## src/rtl/key_pkg.sv

```systemverilog
// Shared types, default timing and width helper for the DE-board push-button conditioner.
package key_pkg;

    typedef enum logic [1:0] {
        RELEASED     = 2'd0,
        PRESS_WAIT   = 2'd1,
        PRESSED      = 2'd2,
        RELEASE_WAIT = 2'd3
    } key_state_t;

    localparam int DEFAULT_NUM_KEYS        = 4;
    localparam int DEFAULT_DEBOUNCE_CYCLES = 500_000;
    localparam int DEFAULT_HOLD_CYCLES     = 25_000_000;
    localparam int DEFAULT_REPEAT_CYCLES   = 5_000_000;

    // Bits needed to hold 0..max_val; never narrower than one bit.
    function automatic int cnt_width(input int max_val);
        return (max_val < 1) ? 1 : $clog2(max_val + 1);
    endfunction

endpackage

```

## src/rtl/key_channel.sv

```systemverilog
// One button channel: two-flop synchroniser, debounce FSM and auto-repeat timer.
module key_channel
    import key_pkg::*;
#(
    parameter int DEBOUNCE_CYCLES = DEFAULT_DEBOUNCE_CYCLES,
    parameter int HOLD_CYCLES     = DEFAULT_HOLD_CYCLES,
    parameter int REPEAT_CYCLES   = DEFAULT_REPEAT_CYCLES
) (
    input  logic clk,
    input  logic rst_n,
    input  logic key_raw_n,
    output logic key_level,
    output logic key_press,
    output logic key_release,
    output logic key_repeat
);

    localparam int DB_W     = cnt_width(DEBOUNCE_CYCLES);
    localparam int HOLD_MAX = (HOLD_CYCLES > REPEAT_CYCLES) ? HOLD_CYCLES : REPEAT_CYCLES;
    localparam int HOLD_W   = cnt_width(HOLD_MAX);

    localparam logic [DB_W-1:0]   DB_ONE    = DB_W'(1);
    localparam logic [DB_W-1:0]   DB_LAST   = DB_W'(DEBOUNCE_CYCLES - 1);
    localparam bit                DB_SINGLE = (DEBOUNCE_CYCLES == 1);
    localparam bit                REPEAT_EN = (HOLD_CYCLES > 0);
    localparam logic [HOLD_W-1:0] HOLD_ONE  = HOLD_W'(1);
    localparam logic [HOLD_W-1:0] HOLD_LAST = HOLD_W'((HOLD_CYCLES > 0) ? HOLD_CYCLES - 1 : 0);
    localparam logic [HOLD_W-1:0] REP_LAST  = HOLD_W'((REPEAT_CYCLES > 0) ? REPEAT_CYCLES - 1 : 0);

    logic              sync_meta;
    logic              sync_s;
    key_state_t        state, state_next;
    logic [DB_W-1:0]   cnt, cnt_next;
    logic [HOLD_W-1:0] hold_cnt, hold_next;
    logic              rep_phase, rep_phase_next;
    logic              press_next, release_next, repeat_next;

    always_ff @(posedge clk or negedge rst_n) begin
        if (!rst_n) begin
            sync_meta <= 1'b1;
            sync_s    <= 1'b1;
        end else begin
            sync_meta <= key_raw_n;
            sync_s    <= sync_meta;
        end
    end

    always_ff @(posedge clk or negedge rst_n) begin
        if (!rst_n) begin
            state       <= RELEASED;
            cnt         <= '0;
            hold_cnt    <= '0;
            rep_phase   <= 1'b0;
            key_level   <= 1'b0;
            key_press   <= 1'b0;
            key_release <= 1'b0;
            key_repeat  <= 1'b0;
        end else begin
            state       <= state_next;
            cnt         <= cnt_next;
            hold_cnt    <= hold_next;
            rep_phase   <= rep_phase_next;
            key_press   <= press_next;
            key_release <= release_next;
            key_repeat  <= repeat_next;
            if (press_next)
                key_level <= 1'b1;
            else if (release_next)
                key_level <= 1'b0;
        end
    end

    // Debounce: a run of stable samples must complete before the level flips.
    always_comb begin
        state_next   = state;
        cnt_next     = cnt;
        press_next   = 1'b0;
        release_next = 1'b0;
        case (state)
            RELEASED: begin
                if (!sync_s) begin
                    if (DB_SINGLE) begin
                        state_next = PRESSED;
                        press_next = 1'b1;
                        cnt_next   = '0;
                    end else begin
                        state_next = PRESS_WAIT;
                        cnt_next   = DB_ONE;
                    end
                end
            end
            PRESS_WAIT: begin
                if (sync_s) begin
                    state_next = RELEASED;
                    cnt_next   = '0;
                end else if (cnt == DB_LAST) begin
                    state_next = PRESSED;
                    press_next = 1'b1;
                    cnt_next   = '0;
                end else if (cnt != '1) begin
                    cnt_next = cnt + DB_ONE;
                end
            end
            PRESSED: begin
                if (sync_s) begin
                    if (DB_SINGLE) begin
                        state_next   = RELEASED;
                        release_next = 1'b1;
                        cnt_next     = '0;
                    end else begin
                        state_next = RELEASE_WAIT;
                        cnt_next   = DB_ONE;
                    end
                end
            end
            RELEASE_WAIT: begin
                if (!sync_s) begin
                    state_next = PRESSED;
                    cnt_next   = '0;
                end else if (cnt == DB_LAST) begin
                    state_next   = RELEASED;
                    release_next = 1'b1;
                    cnt_next     = '0;
                end else if (cnt != '1) begin
                    cnt_next = cnt + DB_ONE;
                end
            end
            default: begin
                state_next = RELEASED;
                cnt_next   = '0;
            end
        endcase
    end

    // Auto-repeat only advances in PRESSED, so it freezes while a release is being qualified.
    always_comb begin
        hold_next      = hold_cnt;
        rep_phase_next = rep_phase;
        repeat_next    = 1'b0;
        if (press_next) begin
            hold_next      = '0;
            rep_phase_next = 1'b0;
        end else if (REPEAT_EN && state == PRESSED && !release_next) begin
            if (hold_cnt == (rep_phase ? REP_LAST : HOLD_LAST)) begin
                repeat_next    = 1'b1;
                hold_next      = '0;
                rep_phase_next = 1'b1;
            end else if (hold_cnt != '1) begin
                hold_next = hold_cnt + HOLD_ONE;
            end
        end
    end

endmodule

```

## src/rtl/key_conditioner.sv

```systemverilog
// Conditions the active-low KEY[3:0] pins into debounced levels and press/release/repeat pulses.
module key_conditioner
    import key_pkg::*;
#(
    parameter int NUM_KEYS        = DEFAULT_NUM_KEYS,
    parameter int DEBOUNCE_CYCLES = DEFAULT_DEBOUNCE_CYCLES,
    parameter int HOLD_CYCLES     = DEFAULT_HOLD_CYCLES,
    parameter int REPEAT_CYCLES   = DEFAULT_REPEAT_CYCLES
) (
    input  logic                CLOCK_50,
    input  logic                reset_n,
    input  logic [NUM_KEYS-1:0] key_n,
    output logic [NUM_KEYS-1:0] key_level,
    output logic [NUM_KEYS-1:0] key_press,
    output logic [NUM_KEYS-1:0] key_release,
    output logic [NUM_KEYS-1:0] key_repeat
);

    for (genvar gi = 0; gi < NUM_KEYS; gi++) begin : g_key
        key_channel #(
            .DEBOUNCE_CYCLES(DEBOUNCE_CYCLES),
            .HOLD_CYCLES    (HOLD_CYCLES),
            .REPEAT_CYCLES  (REPEAT_CYCLES)
        ) u_channel (
            .clk        (CLOCK_50),
            .rst_n      (reset_n),
            .key_raw_n  (key_n[gi]),
            .key_level  (key_level[gi]),
            .key_press  (key_press[gi]),
            .key_release(key_release[gi]),
            .key_repeat (key_repeat[gi])
        );
    end

endmodule

```

## config.mk

```make
export PLATFORM = sky130hd
export DESIGN_NAME = key_conditioner
export DESIGN_NICKNAME = d
export VERILOG_FILES = /design/src/rtl/key_pkg.sv /design/src/rtl/key_channel.sv /design/src/rtl/key_conditioner.sv
export SDC_FILE = /design/constraint.sdc
export NUM_CORES = 1
export LEC_CHECK = 0
export CAP_MARGIN = 20
export CORE_MARGIN = 2
export CORE_UTILIZATION = 60
export CTS_CLUSTER_SIZE = 12
export DETAILED_ROUTE_END_ITERATION = 10
export PLACE_DENSITY_LB_ADDON = 0.25
export SYNTH_ARGS = -nofsm -noshare
export SYNTH_HDL_FRONTEND = slang
export SYNTH_SLANG_ARGS = --single-unit
export TNS_END_PERCENT = 10
```

## constraint.sdc

```tcl
create_clock -name CLOCK_50 -period 5 [get_ports CLOCK_50]
set_input_delay 1.25 -clock CLOCK_50 [delete_from_list [all_inputs] [get_ports CLOCK_50]]
set_output_delay 1.25 -clock CLOCK_50 [all_outputs]
set_load 0.05 [all_outputs]
```

==> results.json, run 1 <==
{
  "io_pins": 22,
  "grt_use_total_pct": 24.80,
  "antenna_found_initial": 0,
  "synth-main-ff-cell": "dfrtp_1",
  "dp_hpwl_um": 16550,
  "synthTopCellsByCount": "dfrtp_1 (204), nor2_1 (136), o21ai_0 (120)",
  "seqCellArea_um2": 5315,
  "synth_area_leaders": "dfrtp_1 (43%), o21ai_0 (5.1%), nor2_1 (4.3%)",
  "crit_end": "key_level[2]",
  "fin_crit_sh_pct": 59.59,
  "peakVddDrop_mv": 0.2364,
  "finalPower_mw": 3.915,
  "root_buffer": "clkbuf_16",
  "worst_slew_pin_slew_ns": 1.086,
  "maxCapViolations": 0,
  "ys_seq_area_share_pct": 45.21,
  "skew_ns": 0.01407,
  "ctsHoldBuffers": 0,
  "end_kind": "output port",
  "vias_per_cell": 6.224,
  "top_layer_used": "met4",
  "wl_met1_um": 12020,
  "cts-resized-gates": 0,
  "r2r_start": "g_key[2].u_channel.hold_cnt[0]",
  "clk_latency_ns": 0.51,
  "status": "complete, no violations",
  "whs_ns": 0.3487,
  "hold_viol": 0,
  "worstSetupStartpointType": "flip-flop",
  "ys_ff_latch": 212,
  "powerDensity_nw_per_um2": 303.9,
  "num_vias": 9872,
  "crit_slowest_cell": "clkdlybuf4s50_1",
  "r2r_cells": 8,
  "critPathBufInv": 1,
  "finalSetupViolCount": 0,
  "max_freq_mhz": 335.6,
  "wl_per_cell_um": 15.90,
  "drc_errors": 0,
  "rsz0062_at_grt": "false",
  "p_leak_nw": 5.343,
  "syn_inst": 1320,
  "clkTransAtPathRegs_ns": 0.06,
  "grt_max_degree": 112,
  "synth_top_cell_by_area": "dfrtp_1",
  "cts-htree-levels": 1,
  "routabilityCongestion": 0.8901,
  "multi_input_area_um2": 5988,
  "cp.arrival_ns": 1.73,
  "syn_area_um2": 11760,
  "max_stage_delay_ns": 0.83,
  "final_core_util_pct": 66.64,
  "grt_pass1_vias": 9195,
  "synthesis.nets": 1334,
  "cts_sinks": 212,
  "synth_async_sr_flop_share_pct": 100.0,
  "grt_pass1_wl_um": 43580,
  "synth_edf_count": 0,
  "core_area_um2": 19330,
  "synth.avg_cell_area_um2": 8.907,
  "reg2reg_slack_ns": 2.13,
  "drv_slew": 0,
  "area_growth_pct": 9.589,
  "layout-drive-gt1-share_pct": 6.662,
  "initial_utilization_pct": 60.81,
  "slew_headroom_pct": 27.29,
  "yosys_warnings": 0,
  "critPathLaunch": "g_key[2].u_channel.key_level",
  "cts_tree": "built",
  "hold_class": "reg -> reg",
  "fp.dieArea_um2": 20730,
  "crit_type": "reg -> out",
  "path_depth": 1,
  "wl_met2_um": 11670,
  "rows": 51,
  "overflow": 0,
  "worstPathRequired_ns": 3.75,
  "ant_nets": 0,
  "yosysMostFrequentCell": "dfrtp_1",
  "post-cts-setup-buffer-count": 0,
  "critPathTopFamily": "buffers and inverters",
  "path_max_fanout": 3,
  "finalSetupTns_ns": 0,
  "die_w_um": 144.0,
  "synth_cell_types": 74,
  "fillers": 1558,
  "die_h_um": 144.0,
  "path_cells": "clkdlybuf4s50_1",
  "drt_iter0_markers": 703,
  "antenna_cells": 0,
  "drt-total-wl_um": 25220,
  "wl_met3_um": 1158,
  "synth_top_area_share_pct": 43.42,
  "nets": 1317,
  "r2r-end": "g_key[2].u_channel.hold_cnt[12]",
  "min_period_ns": 2.980,
  "cts.path.max_buffers": 3,
  "cts-buffers-inserted": 24,
  "numPortBuffers": 21,
  "dr.pass1.iters": 5
}
[state kept, by name (all words and copies together) (netlist names), named ones only]
register	count
g_key.u_channel.sync_s	4
g_key.u_channel.state	4
g_key.u_channel.rep_phase	4
g_key.u_channel.cnt	76
g_key.u_channel.key_level	4
g_key.u_channel.key_repeat	4
g_key.u_channel.key_release	4
g_key.u_channel.key_press	4
g_key.u_channel.hold_cnt	100
g_key.u_channel.sync_meta	4
[cell type report]
cell class / instances / area share [%]
tap: 265 / 2.573
multi-input combinational: 1010 / 46.47
inverter: 25 / 0.7283
sequential: 212 / 41.25
clock inverter: 5 / 0.5826
timing repair buffer: 30 / 2.350
clock buffer: 39 / 6.040
[through the flow]
stage	area, µm²	worst slack [ns]	cells
after global placement	11990	2.232	1537
after global routing	12880	1.946	1586
after floorplan	11760	2.761	1320
after detailed placement	11990	2.194	1537
final	12880	2.020	1586
after CTS	12840	1.996	1581
[power by group]
| group | total [mW] | internal (mW) | switching [mW] |
|---|---|---|---|
| registers | 1.81 | 1.75 | 0.0531 |
| logic | 0.275 | 0.0905 | 0.184 |
| clock network | 1.83 | 1.16 | 0.673 |
[cells in the final DEF, fill, tap and decap left out, drive strengths merged, types with 6 or more instances in the layout]
| master | n |
|---|---|
| nand4 | 55 |
| or2 | 11 |
| and4 | 25 |
| inv | 25 |
| a31oi | 33 |
| nand3 | 72 |
| nor3 | 33 |
| xnor2 | 17 |
| or3 | 24 |
| o21ai | 121 |
| or4 | 12 |
| nand2 | 110 |
| dfstp | 8 |
| buf | 10 |
| nor2 | 136 |
| and2 | 20 |
| a2111oi | 6 |
| dfrtp | 204 |
| xor2 | 48 |
| and3 | 33 |
| a211oi | 7 |
| ha | 8 |
| nor4b | 6 |
| a41oi | 8 |
| clkdlybuf4s50 | 20 |
| o31ai | 16 |
| nand2b | 9 |
| o211ai | 17 |
| a21oi | 87 |
| o2111ai | 15 |
| nor2b | 9 |
| nor4 | 15 |
| clkbuf | 39 |
[how the worst min path moves through the flow]
stage                                            to                         start  slack, ns  cells after the start
after floorplan           g_key[0].u_channel.sync_s  g_key[0].u_channel.sync_meta       0.35                      0
after global placement    g_key[2].u_channel.sync_s  g_key[2].u_channel.sync_meta       0.35                      0
after detailed placement  g_key[3].u_channel.sync_s  g_key[3].u_channel.sync_meta       0.35                      0
after CTS                 g_key[3].u_channel.sync_s  g_key[3].u_channel.sync_meta       0.35                      0
after global routing      g_key[3].u_channel.sync_s  g_key[3].u_channel.sync_meta       0.35                      0
final                     g_key[3].u_channel.sync_s  g_key[3].u_channel.sync_meta       0.35                      0
[kinds of logic after synthesis]
kind of cell / Yosys count / synth area share, %
simple gates: 592 / 26.96
compound gates: 340 / 17.75
flops: 212 / 45.21
buf+inv: 98 / 3.937
xor+xnor: 65 / 4.842
fa+ha+maj: 8 / 0.8514
mux: 5 / 0.4576
[routing by layer]
metal | vias up | GRT usage (%)
met4 | 0 | 4.592
met2 | 241 | 40.33
li1 | 4837 | -
met5 | - | 0
met1 | 4761 | 36.09
met3 | 33 | 3.444
No activity file was read; power rests on OpenSTA's default activity.
==> run 2: changes to the inputs <==
--- a/config.mk
+++ b/config.mk
@@ -7,7 +7,7 @@
 export LEC_CHECK = 0
 export CAP_MARGIN = 20
 export CORE_MARGIN = 2
-export CORE_UTILIZATION = 60
+export CORE_UTILIZATION = 57
 export CTS_CLUSTER_SIZE = 12
 export DETAILED_ROUTE_END_ITERATION = 10
 export PLACE_DENSITY_LB_ADDON = 0.25
==> constraint.sdc (replaced) <==
create_clock -name CLOCK_50 -period 2.4 [get_ports CLOCK_50]
set_input_delay 0.6 -clock CLOCK_50 [delete_from_list [all_inputs] [get_ports CLOCK_50]]
set_output_delay 0.6 -clock CLOCK_50 [all_outputs]
set_load 0.05 [all_outputs]
==> run 2 against run 1 <==
Net effect:
- routed wire length grew 4.8%
- total power is 110% higher
- largest cell class unchanged
- global-route usage down 0.35 points
- core utilization fell by 0.43 points
- design area increased by 4.0%
- worst setup slack lost 2.0 ns
- clock power up 100%
- clock-buffer cell count unchanged
- sequential share of layout area is 1.6 points lower
- clock skew is 0.0065 ns lower
- worst hold slack got worse by 0.33 ns
- non-clock buffer count grew 54
==> results.json, run 2 (synthesis results as in run 1) <==
{
  "status": "complete, no violations",
  "max_freq_mhz": 426.5,
  "path_max_fanout": 3,
  "antenna_found_initial": 0,
  "crit_type": "reg -> out",
  "cts-resized-gates": 0,
  "grtUsageMet1_pct": 34.72,
  "critPathBufInv": 1,
  "ant_nets": 0,
  "reg2reg_slack_ns": 0.11,
  "fp.dieArea_um2": 21790,
  "drt_iter0_markers": 643,
  "peakVddDrop_mv": 0.7281,
  "clk_latency_ns": 0.52,
  "path_cells": "clkdlybuf4s50_1",
  "mostFrequentLayoutCell": "dfrtp_1",
  "largest_reg_flops": 100,
  "ctsHoldBuffers": 0,
  "area_growth_pct": 13.94,
  "cts-buffers-inserted": 24,
  "hold_viol": 0,
  "antenna_cells": 0,
  "maxCapViolations": 0,
  "r2r_cells": 7,
  "regMostFlops": "g_key.u_channel.hold_cnt",
  "grt_pass1_vias": 9546,
  "whs_ns": 0.02312,
  "rows": 52,
  "vias_per_cell": 6.256,
  "finalSetupTns_ns": 0,
  "stdcell_count": 1645,
  "slew_headroom_pct": 52.75,
  "hold_class": "in -> async",
  "min_period_ns": 2.345,
  "core_area_um2": 20230,
  "drt-total-wl_um": 26420,
  "finalSetupViolCount": 0,
  "crit_end": "key_level[2]",
  "io_pins": 22,
  "r2r-end": "g_key[0].u_channel.hold_cnt[17]",
  "layout_setup_ws_ns": 0.05543,
  "clkTransAtPathRegs_ns": 0.06,
  "die_h_um": 147.6,
  "max_stage_delay_ns": 0.85,
  "num_vias": 10290,
  "drc_errors": 0,
  "overflow": 0,
  "cts.path.max_buffers": 3,
  "rsz0062_at_grt": "true",
  "grt_max_degree": 66,
  "root_buffer": "clkbuf_16",
  "crit_slowest_cell": "clkdlybuf4s50_1",
  "powerDensity_nw_per_um2": 608.9,
  "post-cts-setup-buffer-count": 0,
  "cts_tree": "built",
  "end_kind": "output port",
  "wl_per_cell_um": 16.06,
  "grt.met2_usage_pct": 40.23,
  "grt-busiest-layer": "met2",
  "grt_use_total_pct": 24.45,
  "worst_slew_pin_slew_ns": 0.7061,
  "p_leak_nw": 5.626,
  "layout-drive-gt1-share_pct": 10.84,
  "routabilityCongestion": 0.8914,
  "drv_slew": 0,
  "grt_pass1_wl_um": 45350,
  "path_depth": 1,
  "critPathTopFamily": "buffers and inverters",
  "use_met3_pct": 2.994,
  "final_cell_mix": "dfrtp_1 (204), nor2_1 (136), o21ai_0 (120), nand2_1 (108), a21oi_1 (86)",
  "place_ws_ns": 0.08767,
  "dr.pass1.iters": 6,
  "fin_crit_sh_pct": 97.69,
  "cts_sinks": 212,
  "top_regs": "g_key.u_channel.hold_cnt (100), g_key.u_channel.cnt (76)",
  "nets": 1371,
  "placed_cells": 1601,
  "worstPathRequired_ns": 1.80,
  "worstSetupStartpointType": "flip-flop",
  "dp_hpwl_um": 18050,
  "cts-htree-levels": 1,
  "die_w_um": 147.6,
  "numPortBuffers": 21,
  "skew_ns": 0.007605,
  "r2r_start": "g_key[0].u_channel.cnt[11]",
  "critPathLaunch": "g_key[2].u_channel.key_level",
  "final_core_util_pct": 66.21,
  "initial_utilization_pct": 58.11,
  "cp.arrival_ns": 1.74
}
## run 2: cell count changes in the layout (fill, tap and decap cells not counted), moves of 3 or more
cell | before | now
buf_12 | 1 | 7
clkbuf_1 | 4 | 8
a2111oi_0 | 4 | 1
clkbuf_8 | 10 | 6
buf_4 | 7 | 56
## run 2: worst min-delay path by stage
stage / endpoint / slack (ns) / depth (start not counted)
global route: g_key[1].u_channel.cnt[0] / 0.06 / 1
floorplan: asynchronous set/reset pin / 0.30 / 0
global placement: g_key[0].u_channel.sync_s / 0.35 / 0
detailed placement: g_key[2].u_channel.sync_s / 0.35 / 0
finish: g_key[1].u_channel.cnt[0] / 0.02 / 1
CTS: g_key[1].u_channel.cnt[0] / 0.04 / 1
## run 2: through the flow
step | total power, mW | area, µm²
after floorplan | 4.198 | 11760
after global placement | 4.439 | 12510
after detailed placement | 4.465 | 12510
after CTS | 8.230 | 13330
after global routing | 8.481 | 13400
final | 8.158 | 13400
## run 2: report_power, final
group          internal (mW)  switching, mW
Combinational          0.242          0.423
Sequential              3.65         0.0866
Clock                   2.31           1.44
## run 2: cell type report
class	instances	area (µm²)
Sequential cell	212	5315
Multi-Input combinational cell	1010	6057
Timing Repair Buffer	84	775.7
Clock buffer	39	738.2
Fill cell	1602	6838
Tap cell	270	337.8
Clock inverter	5	78.83
Inverter	25	93.84
## run 2: routing by layer
layer	routed length, µm	up-vias
met5	0	-
met4	570	0
met3	1330	51
met2	12480	297
met1	12050	4984
li1	-	4959
==> run 3: changes to the inputs <==
--- a/config.mk
+++ b/config.mk
@@ -10,6 +10,7 @@
 export CORE_UTILIZATION = 57
 export CTS_CLUSTER_SIZE = 12
 export DETAILED_ROUTE_END_ITERATION = 10
+export MAX_ROUTING_LAYER = met4
 export PLACE_DENSITY_LB_ADDON = 0.25
 export SYNTH_ARGS = -nofsm -noshare
 export SYNTH_HDL_FRONTEND = slang
==> run 3 against run 2 <==
Net effect:
- sequential power about the same
- flip-flop and latch count unchanged
- clock skew rose by 0.00076 ns
- design area is the same
- die area did not move
- clock power barely moved
- sequential share of layout area stayed put
- via count fell by 0.23%
- first-iteration DRC count grew 6.7%
- critical path type unchanged
- largest cell class unchanged
- largest power group unchanged
==> results.json, run 3 (synthesis results as in run 1) <==
{
  "crit_type": "reg -> out",
  "drv_slew": 0,
  "rsz0062_at_grt": "true",
  "core_area_um2": 20230,
  "worstPathRequired_ns": 1.80,
  "antenna_found_initial": 0,
  "largest_reg_flops": 100,
  "num_vias": 10270,
  "min_period_ns": 2.346,
  "drt_iter0_markers": 686,
  "finalPower_mw": 8.166,
  "drt-total-wl_um": 26440,
  "fin_crit_sh_pct": 97.75,
  "rows": 52,
  "max_stage_delay_ns": 0.85,
  "reg2reg_slack_ns": 0.11,
  "post-cts-setup-buffer-count": 0,
  "ant_nets": 0,
  "layout-drive-gt1-share_pct": 10.84,
  "slew_headroom_pct": 51.33,
  "crit_slowest_cell": "clkdlybuf4s50_1",
  "drc_errors": 0,
  "dpl_cell_area_um2": 12510,
  "overflow": 0,
  "grt_max_degree": 66,
  "initial_utilization_pct": 58.11,
  "regMostFlops": "g_key.u_channel.hold_cnt",
  "cts_tree": "built",
  "grt_use_total_pct": 25.19,
  "clk_latency_ns": 0.52,
  "fp.dieArea_um2": 21790,
  "wl_per_cell_um": 16.07,
  "status": "complete, no violations",
  "layout_setup_ws_ns": 0.05407,
  "cts_sinks": 212,
  "grt_pass1_wl_um": 45350,
  "nets": 1371,
  "die_h_um": 147.6,
  "antenna_cells": 0,
  "final_cell_mix": "dfrtp_1 (204), nor2_1 (136), o21ai_0 (120), nand2_1 (108), a21oi_1 (86)",
  "hold_viol": 0,
  "path_cells": "clkdlybuf4s50_1",
  "powerDensity_nw_per_um2": 609.6,
  "skew_ns": 0.008369,
  "peakVddDrop_mv": 0.7272,
  "root_buffer": "clkbuf_16",
  "path_max_fanout": 3,
  "routabilityCongestion": 0.9070,
  "max_freq_mhz": 426.3,
  "worst_slew_pin_slew_ns": 0.7273,
  "cts.path.max_buffers": 3,
  "die_w_um": 147.6,
  "io_pins": 22,
  "stdcell_area_um2": 13400,
  "worstSetupStartpointType": "flip-flop",
  "finalSetupViolCount": 0,
  "hold_class": "in -> async",
  "cts-buffers-inserted": 24,
  "end_kind": "output port",
  "area_growth_pct": 13.94,
  "maxCapViolations": 0,
  "critPathBufInv": 1,
  "cts-htree-levels": 1,
  "place_ws_ns": 0.08767,
  "dr.pass1.iters": 7,
  "dp_hpwl_um": 18050,
  "clkTransAtPathRegs_ns": 0.06,
  "top_regs": "g_key.u_channel.hold_cnt (100), g_key.u_channel.cnt (76)",
  "vias_per_cell": 6.241,
  "p_leak_nw": 5.626,
  "cp.arrival_ns": 1.75,
  "grt_pass1_vias": 9542,
  "numPortBuffers": 21,
  "mostFrequentLayoutCell": "dfrtp_1",
  "critPathTopFamily": "buffers and inverters"
}
-- run 3: report_power, final --
group	switching [mW]	leakage [nW]	total (mW)	internal (mW)
Sequential	0.0861	2.91	3.74	3.65
Combinational	0.423	2.31	0.665	0.242
Clock	1.45	0.401	3.76	2.31
-- run 3: path summary, 6_finish.rpt --
| path | startpoint | to | cells past startpoint |
|---|---|---|---|
| max in group asynchronous | reset_n | g_key[3].u_channel.sync_meta | 2 |
| hold / removal | reset_n | g_key[1].u_channel.cnt[0] | 1 |
| setup / recovery | g_key[2].u_channel.key_level | key_level[2] | 1 |
| min in group CLOCK_50 | g_key[2].u_channel.sync_meta | g_key[2].u_channel.sync_s | 0 |
| hold reg to reg | g_key[2].u_channel.sync_meta | g_key[2].u_channel.sync_s | 0 |
| setup reg to reg | g_key[0].u_channel.cnt[11] | g_key[0].u_channel.hold_cnt[17] | 7 |
-- run 3: cell type report --
| type | count | area [µm²] |
|---|---|---|
| multi-input cells | 1010 | 6057 |
| flip-flops and latches | 212 | 5315 |
| repair buffers | 84 | 775.7 |
| fillers | 1602 | 6838 |
| well taps | 270 | 337.8 |
| clock inverters | 5 | 78.83 |
| inverters | 25 | 93.84 |
| clock buffers | 39 | 738.2 |
-- run 3: per-layer routing --
| layer | track usage (%) | up-vias | wire length [µm] |
|---|---|---|---|
| met4 | 6.250 | 0 | 522 |
| met5 | - | - | 0 |
| met3 | 2.994 | 51 | 1279 |
| met1 | 34.75 | 4974 | 12130 |
| li1 | - | 4958 | - |
| met2 | 40.23 | 284 | 12510 |
-- run 3: repair_timing --
item,4_1_cts,5_1_grt
endpoints found under the setup margin,0,58
hold buffers,0,0
resized for setup,0,16
-- run 3: stage by stage --
step | cells | setup TNS (ns) | utilization [%] | hold slack [ns]
after floorplan | 1320 | 0 | - | 0.3044
after detailed placement | 1601 | 0 | 61.83 | 0.3481
after CTS | 1645 | 0 | 65.87 | 0.04099
final | 1645 | 0 | 66.21 | 0.02134
after global placement | 1601 | 0 | 61.83 | 0.3458
after global routing | 1645 | -0.01998 | 66.21 | 0.06211
